File: src/rtl/instr_prefetch.sv
// Instruction prefetch buffer: fetches from ROM at its own PC into a small {pc, instr} FIFO
// and hands the head to the control unit over valid/ready; redirect flushes, halt stops fetching.
module instr_prefetch #(
  parameter int unsigned DEPTH = 4,
  parameter int unsigned AW    = 8,
  parameter int unsigned DW    = 16
) (
  input  logic                     clk,
  input  logic                     reset,
  output logic [AW-1:0]            rom_addr,
  input  logic [DW-1:0]            rom_data,
  input  logic                     redirect,
  input  logic [AW-1:0]            redirect_pc,
  input  logic                     halt,
  output logic                     instr_valid,
  output logic [DW-1:0]            instr_data,
  output logic [AW-1:0]            instr_pc,
  input  logic                     instr_ready,
  output logic [$clog2(DEPTH):0]   count,
  output logic [AW-1:0]            fetch_pc
);

  localparam int unsigned PW = $clog2(DEPTH);
  localparam int unsigned CW = PW + 1;
  localparam int unsigned EW = AW + DW;

  typedef enum logic {RUN, HALTED} state_t;

  state_t          state_q;
  state_t          state_d;
  logic [PW-1:0]   rd_ptr;
  logic [PW-1:0]   wr_ptr;
  logic [EW-1:0]   mem [DEPTH];
  logic            push_c;
  logic            pop_c;

  // Head view depends only on registered FIFO state.
  assign instr_valid = (count != '0);
  assign instr_data  = instr_valid ? mem[rd_ptr][DW-1:0] : '0;
  assign instr_pc    = instr_valid ? mem[rd_ptr][EW-1:DW] : '0;
  assign rom_addr    = fetch_pc;

  assign pop_c  = instr_valid & instr_ready & ~redirect;
  assign push_c = ~redirect & ~halt & ((count < CW'(DEPTH)) | pop_c);

  // Status-only run/halt tracker.
  always_comb begin
    state_d = state_q;
    case (state_q)
      RUN:     if (halt)  state_d = HALTED;
      HALTED:  if (!halt) state_d = RUN;
      default: state_d = RUN;
    endcase
  end

  always_ff @(posedge clk or negedge reset) begin
    if (!reset) state_q <= RUN;
    else        state_q <= state_d;
  end

  // Pointers, occupancy and fetch PC; redirect overrides everything.
  always_ff @(posedge clk or negedge reset) begin
    if (!reset) begin
      rd_ptr   <= '0;
      wr_ptr   <= '0;
      count    <= '0;
      fetch_pc <= '0;
    end else if (redirect) begin
      rd_ptr   <= '0;
      wr_ptr   <= '0;
      count    <= '0;
      fetch_pc <= redirect_pc;
    end else begin
      if (push_c) begin
        wr_ptr   <= wr_ptr + PW'(1);
        fetch_pc <= fetch_pc + AW'(1);
      end
      if (pop_c) rd_ptr <= rd_ptr + PW'(1);
      if (push_c && !pop_c)      count <= count + CW'(1);
      else if (pop_c && !push_c) count <= count - CW'(1);
    end
  end

  // Entry storage carries no reset; only slots below count are ever observed.
  always_ff @(posedge clk) begin
    if (push_c) mem[wr_ptr] <= {fetch_pc, rom_data};
  end

endmodule

File: config.mk
export PLATFORM = sky130hd
export DESIGN_NAME = instr_prefetch
export DESIGN_NICKNAME = d
export VERILOG_FILES = /design/src/rtl/instr_prefetch.sv
export SDC_FILE = /design/constraint.sdc
export NUM_CORES = 1
export LEC_CHECK = 0
export ABC_AREA = 1
export BUFFER_PORTS_ARGS = -buffer_cell sky130_fd_sc_hd__buf_2
export CAP_MARGIN = 5
export CORE_UTILIZATION = 35
export DETAILED_ROUTE_END_ITERATION = 8
export PLACE_DENSITY = 0.56
export SYNTH_ARGS = -nofsm -noshare
export SYNTH_HDL_FRONTEND = slang
export SYNTH_SLANG_ARGS = --single-unit
File: constraint.sdc
create_clock -name clk -period 4.1 [get_ports clk]
set_clock_uncertainty 0.1 [all_clocks]
set_input_delay 0.82 -clock clk [delete_from_list [all_inputs] [get_ports clk]]
set_output_delay 0.82 -clock clk [all_outputs]
set_load 0.05 [all_outputs]
# Word-level counts from Yosys, hierarchy flattened
# Memories as Yosys holds them, arrays and structs flattened.
# Index checks and enable logic that the tools add are counted.
[word_totals] reg_bits=15 mem_bits_rw=96 input_bits=29 memories=1
[mem_list] memory="mem" words=4 word_bits=24 read_ports=1 rd_clocked_by_memory_dff=0 wr=1 line="33" source="logic [EW-1:0] mem [DEPTH];"
[op_classes] n_addsub=5 magnitude_cmp=1 muxes=13 n_bitwise=7 reduce_logical=8
[op_table] op="$mux 8" n=3
[op_table] op="$mux 16" n=1
[op_table] op="$mux 3" n=3
[op_table] op="$add 8x1->8 const B" n=1
[op_table] op="$mux 2" n=4
[op_table] op="$reduce_bool 3->1" n=2
[op_table] op="$add 2x1->2 const B" n=2
[op_table] op="$and 1x1->1" n=4
[op_table] op="$reduce_bool 2->1" n=2
[op_table] op="$add 3x1->3 const B" n=1
[op_table] op="$lt 3x3->1 const B" n=1
[op_table] op="$sub 3x1->3 const B" n=1
[op_table] op="$logic_and 1x1->1" n=2
[op_table] op="$logic_not 1->1" n=2
[op_table] op="$mux 1" n=2
[op_table] op="$not 1->1" n=2
[op_table] op="$or 1x1->1" n=1

# Depth between registers and ports, before layout
# Gate-level depths: netlist of run 1.
[depth] ltp_word=10 ltp_mapped=12

# Worst setup path after synthesis of run 1
# No wires, ideal clock.
[synth_timing] path_kind="flip-flop to output port" startpoint="reg count[2]" endpoint="out instr_data[10]" arrival_ps=2221 required_time_ps=3180 setup_slack_ps=959 stages_incl_launch_ff=6 n_path_buf=1 path_cell_list="dfrtp_1 -> inv_1 -> nand2_2 -> inv_1 -> buf_2 -> a21oi_1"
[synth_via] elab_chain_cells=2
[synth_rtl] element="start: declaration" line="19" source="output logic [$clog2(DEPTH):0] count,"
[synth_rtl] element="start signal: assignment" line="79" source="if (push_c && !pop_c) count <= count + CW'(1);"
[synth_rtl] element="start signal: assignment" line="80" source="else if (pop_c && !push_c) count <= count - CW'(1);"
[synth_rtl] element="$reduce_bool 3->1" line="38" source="assign instr_valid = (count != '0);"
[synth_rtl] element="named net instr_valid" line="15" source="output logic instr_valid,"
[synth_rtl] element="$mux 16" line="39" source="assign instr_data = instr_valid ? mem[rd_ptr][DW-1:0] : '0;"
[synth_rtl] element="end: declaration" line="16" source="output logic [DW-1:0] instr_data,"
# The timed path passes the listed nets, and every way through them passes these cells.

# Worst setup path in the final report of run 1
[layout_timing] startpoint="reg count[0]" endpoint="out instr_pc[4]"
[layout_via] elab_chain_cells=2
[layout_rtl] element="$reduce_bool 3->1" line="38"
[layout_rtl] element="$mux 8" line="40" source="assign instr_pc = instr_valid ? mem[rd_ptr][EW-1:DW] : '0;"
[layout_rtl] element="end: declaration" line="17" source="output logic [AW-1:0] instr_pc,"
# No other way between the ends.

==> results of run 1 <==
[report_power, final]
| group | switching (mW) | internal, mW | total (mW) |
|---|---|---|---|
| sequential | 0.0681 | 1.33 | 1.39 |
| clock | 0.381 | 0.472 | 0.853 |
| combinational | 1.24 | 0.328 | 1.57 |
| total | 1.69 | 2.13 | 3.81 |
[synth_stat cells, types with 2 or more instances]
cell / number / area (µm²)
o21bai_1: 2 / 15.0
ha_1: 5 / 62.6
inv_2: 3 / 11.3
clkbuf_1: 5 / 18.8
nand3_1: 9 / 45.0
a21oi_1: 27 / 135
nand2_4: 3 / 33.8
o21ai_1: 3 / 15.0
nand4_1: 2 / 12.5
buf_2: 8 / 40.0
o211ai_1: 3 / 22.5
nand2_1: 33 / 124
dfrtp_1: 15 / 375
nor2_1: 103 / 387
edfxtp_1: 96 / 2880
nand2_2: 3 / 18.8
o21ai_0: 51 / 255
buf_4: 13 / 97.6
inv_1: 19 / 71.3
[state kept, by name (all words and copies together) (netlist names)]
| register | flops |
|---|---|
| count | 3 |
| fetch_pc | 8 |
| mem | 96 |
| rd_ptr | 2 |
| wr_ptr | 2 |
[routing by layer]
metal  share of wire (%)  global-route usage (%)  vias to the layer above
li1                    -                       -                     1546
met1                  46                    20.2                     1525
met2                  49                    25.3                       88
met3                 4.3                    3.23                       10
met4                 1.4                    4.91                        0
met5                   0                       0                        -
[area by class of cell]
type	instances	area (µm²)
clock buffer	10	229
sequential	111	3260
fill	1277	7730
inverter	23	91.3
timing repair buffer	78	405
multi-input combinational	255	1250
tap	176	220
clock inverter	5	56.3
[worst max-delay path by stage]
stage	depth (start not counted)	end
after global routing	4	instr_pc[6]
after detailed placement	5	instr_pc[4]
after CTS	5	instr_pc[4]
after floorplan	5	instr_data[10]
after global placement	5	instr_pc[5]
final	5	instr_pc[4]
[cells by family (layout without fill, tap and decap cells)]
group / Yosys count / after routing / synth area share [%]
fa+ha+maj: 6 / 6 / 1.73
buf+inv: 50 / 116 / 5.44
simple gates: 159 / 159 / 14.3
compound gates: 89 / 89 / 9.93
flops: 111 / 111 / 68.4
xor+xnor: 1 / 1 / 0.184
[stage by stage]
stage | setup slack [ps] | power, mW
2_1_floorplan | 959 | 2.65
3_3_place_gp | 1380 | 2.98
3_5_place_dp | 1340 | 3.01
4_1_cts | 961 | 3.86
5_1_grt | 847 | 4.01
6_report | 1020 | 3.81
==> results_dict.tcl, run 1 <==
set metrics [dict create \
    fin_cells 658 \
    maxCapViolCount 0 \
    slew_headroom_pct 35.1 \
    syn-cell-area_um2 4760 \
    syn-instance-count 416 \
    r2r-start "wr_ptr[1]$_DFFE_PN0P_" \
    postCtsSetupRepairBufs 0 \
    crit_start "count[0]$_DFFE_PN0P_" \
    arrival_ps 2160 \
    synthFlopType "edfxtp_1" \
    cts_sinks 111 \
    layout.nets 513 \
    setup_tns_ps 0 \
    power_density_nw_per_um2 691 \
    cts_resized 0 \
    die_w_um 119 \
    clock_path_buffers 2 \
    finalHoldViolCount 0 \
    vias_per_cell 4.82 \
    crit_chain "nor2_1, nand2_2, inv_1, a21oi_1, buf_2" \
    synth_area_per_cell_um2 11.4 \
    async_reset_ff_share_pct 13.5 \
    numCtsBuffers 9 \
    cp_slowest_cell "inv_1" \
    grt_first_pass_wirelength_mm 16.4 \
    cp.buffers_inverters 2 \
    fin_area_um2 5520 \
    row_count 42 \
    area_growth_pct 15.8 \
    routed_wl_mm 10.3 \
    clk_pin_slew_worst_paths_ps 70 \
    place_hpwl_mm 6.20 \
    synth_seq_cells 111 \
    max_stage_delay_ps 710 \
    core_um2 13200 \
    antenna_cells_inserted 0 \
    antenna_found_initial 0 \
    drt_iter0_drc 147 \
    fmax_mhz 324 \
    period_needed_ps 3080 \
    yosysWarnings 0 \
    wire_per_inst_um 15.6 \
    clockRootBuffer "clkbuf_16" \
    ys_types 32 \
    layout_common_cells "nor2_1 (99), edfxtp_1 (96), buf_2 (72)" \
    synth_edf_count 96 \
    crit_path_start_kind "register" \
    rr_worst_depth 5 \
    clk_latency_ps 340 \
    place_congestion 0.792 \
    ant_nets 0 \
    grt_pass1_vias 3129 \
    dieArea_um2 14100 \
    synth_nets 451 \
    worstPathRequired_ps 3180 \
    grt_overflow 0 \
    hp-class "input pin to async pin" \
    drive_gt1_share_pct 23.0 \
    slew_violations 0 \
    peakVddDrop_mv 0.290 \
    rsz0062_at_grt "no" \
    first_pass_iters 4 \
    endpoint_kind "output port" \
    cts_max_level 3 \
    start_util_pct 36.0 \
    synth-seq-area-share_pct 68.4 \
    p_leak_nw 2.13 \
    rrSetupSlack_ps 2170 \
    die_y_um 119 \
    final_common_cell "nor2_1" \
    r2r_end "mem[1][2]$_DFFE_PP_" \
    placed_area_um2 5230 \
    period_share_pct 75.2 \
    hold_buffers 0 \
    critPathTopFamily "buffers and inverters" \
    pin_count 73 \
    drc 0 \
    vias 3169 \
    whs_ps 287 \
    track_usage_pct 15.4 \
    portBuffers 72 \
    critical_path_class "register to output port" \
    setup_viol 0 \
    cp_max_fo 24 \
    grt_max_degree 50 \
    cts_tree "done" \
    post-place-cells 643 \
    status "finished clean" \
    worst_slew_pin_slew_ps 972 \
    post-route-util_pct 41.6 \
]
Power figures use the tool's default switching activity.
==> run 2: changes to the inputs <==
==> constraint.sdc (replaced) <==
create_clock -name clk -period 2.95 [get_ports clk]
set_clock_uncertainty 0.1 [all_clocks]
set_input_delay 0.59 -clock clk [delete_from_list [all_inputs] [get_ports clk]]
set_output_delay 0.59 -clock clk [all_outputs]
set_load 0.05 [all_outputs]
==> results_dict.tcl, run 2 (same netlist as run 1, synthesis figures left out) <==
set metrics [dict create \
    cts_tree "done" \
    area_growth_pct 16.7 \
    track_usage_pct 14.8 \
    setup_ws_ps 310 \
    largest_reg_flops 96 \
    max_stage_delay_ps 440 \
    worstPathRequired_ps 2260 \
    p_total_mw 5.32 \
    critPathTopFamily "buffers and inverters" \
    cp_max_fo 49 \
    crit_path_start_kind "register" \
    final_common_cell "nor2_1" \
    layout.nets 516 \
    dieArea_um2 14100 \
    setup_tns_ps 0 \
    rrSetupSlack_ps 1240 \
    crit_chain "buf_4, nor2_1, nor2_1, o21ai_0, a21oi_1, buf_2" \
    pin_count 73 \
    drive_gt1_share_pct 24.1 \
    layout_common_cells "nor2_1 (99), edfxtp_1 (96), buf_2 (71)" \
    top_register "mem" \
    maxCapViolCount 0 \
    p_leak_nw 2.15 \
    routed_wl_mm 9.79 \
    reg_top3 "mem (96), fetch_pc (8), count (3)" \
    postCtsSetupRepairBufs 0 \
    cp.buffers_inverters 2 \
    antenna_found_initial 0 \
    ant_nets 0 \
    fin_area_um2 5560 \
    hp-class "input pin to async pin" \
    arrival_ps 1950 \
    vias 3119 \
    clk_latency_ps 340 \
    hold_buffers 0 \
    power_density_nw_per_um2 958 \
    clock_path_buffers 2 \
    slew_headroom_pct 39.1 \
    n_fill_cell 1267 \
    grt_pass1_vias 3074 \
    drt_iter0_drc 192 \
    fmax_mhz 379 \
    cts_max_level 3 \
    setup_viol 0 \
    grt_max_degree 50 \
    rr_worst_depth 9 \
    cp_slowest_cell "buf_4" \
    post-route-util_pct 42.0 \
    start_util_pct 36.0 \
    cts_sinks 111 \
    core_um2 13200 \
    row_count 42 \
    numCtsBuffers 9 \
    drc 0 \
    r2r-start "count[2]$_DFFE_PN0P_" \
    wire_per_inst_um 14.8 \
    grt_overflow 0 \
    rsz0062_at_grt "no" \
    clk_pin_slew_worst_paths_ps 80 \
    grt_first_pass_wirelength_mm 16.0 \
    worst_slew_pin_slew_ps 913 \
    crit_start "rd_ptr[0]$_DFFE_PN0P_" \
    vias_per_cell 4.71 \
    first_pass_iters 4 \
    cts_resized 0 \
    period_share_pct 89.5 \
    clockRootBuffer "clkbuf_16" \
    peakVddDrop_mv 0.431 \
    period_needed_ps 2640 \
    die_w_um 119 \
    die_y_um 119 \
    endpoint_kind "output port" \
    placed_area_um2 5270 \
    place_congestion 0.768 \
    slew_violations 0 \
    finalHoldViolCount 0 \
    critical_path_class "register to output port" \
    crit_top_cell "nor2_1" \
    dp_slack_ps 618 \
    r2r_end "count[1]$_DFFE_PN0P_" \
    status "finished clean" \
    antenna_cells_inserted 0 \
    place_hpwl_mm 5.99 \
    portBuffers 72 \
]
[run 2: worst reg2reg max path, cell delays in order (launching register included)]
cell and delay (ps):
dfrtp_1 390, nand2_2 80, nand2_4 180, inv_6 80, nand2_2 90, inv_1 50
fa_1 480, inv_1 50, nand2_1 60, nand2_1 40
[run 2: how the worst max path moves through the flow]
stage / to / cells after the start
after detailed placement: instr_pc[5] / 5
final: instr_pc[3] / 6
after global placement: instr_pc[6] / 5
after global routing: instr_pc[3] / 5
after CTS: instr_pc[5] / 5
after floorplan: instr_data[10] / 5
[run 2: routing by layer]
metal | up-vias | track usage (%) | wire, µm
li1 | 1551 | - | -
met1 | 1466 | 20.1 | 4470
met2 | 89 | 23.8 | 4680
met3 | 13 | 2.94 | 498
met4 | 0 | 4.75 | 132
met5 | - | 0 | 0
[run 2: cell type report]
type | count | area [µm²] | area share [%]
repair buffers | 81 | 443 | 7.97
flip-flops and latches | 111 | 3260 | 58.7
clock buffers | 9 | 225 | 4.05
clock inverters | 7 | 62.6 | 1.13
well taps | 176 | 220 | 3.96
inverters | 23 | 91.3 | 1.64
multi-input cells | 255 | 1250 | 22.6
[run 2: metrics by stage]
stage               hold slack (ps)  instances
CTS                            63.5        662
detailed placement              434        646
global route                   78.3        662
finish                         54.7        662
global placement                406        646
floorplan                       194        416
[run 2: power by group]
part / total (mW) / leakage, nW / switching (mW) / internal [mW]
logic: 2.23 / 0.949 / 1.73 / 0.504
registers: 1.93 / 1.06 / 0.0901 / 1.84
clock network: 1.16 / 0.145 / 0.564 / 0.595
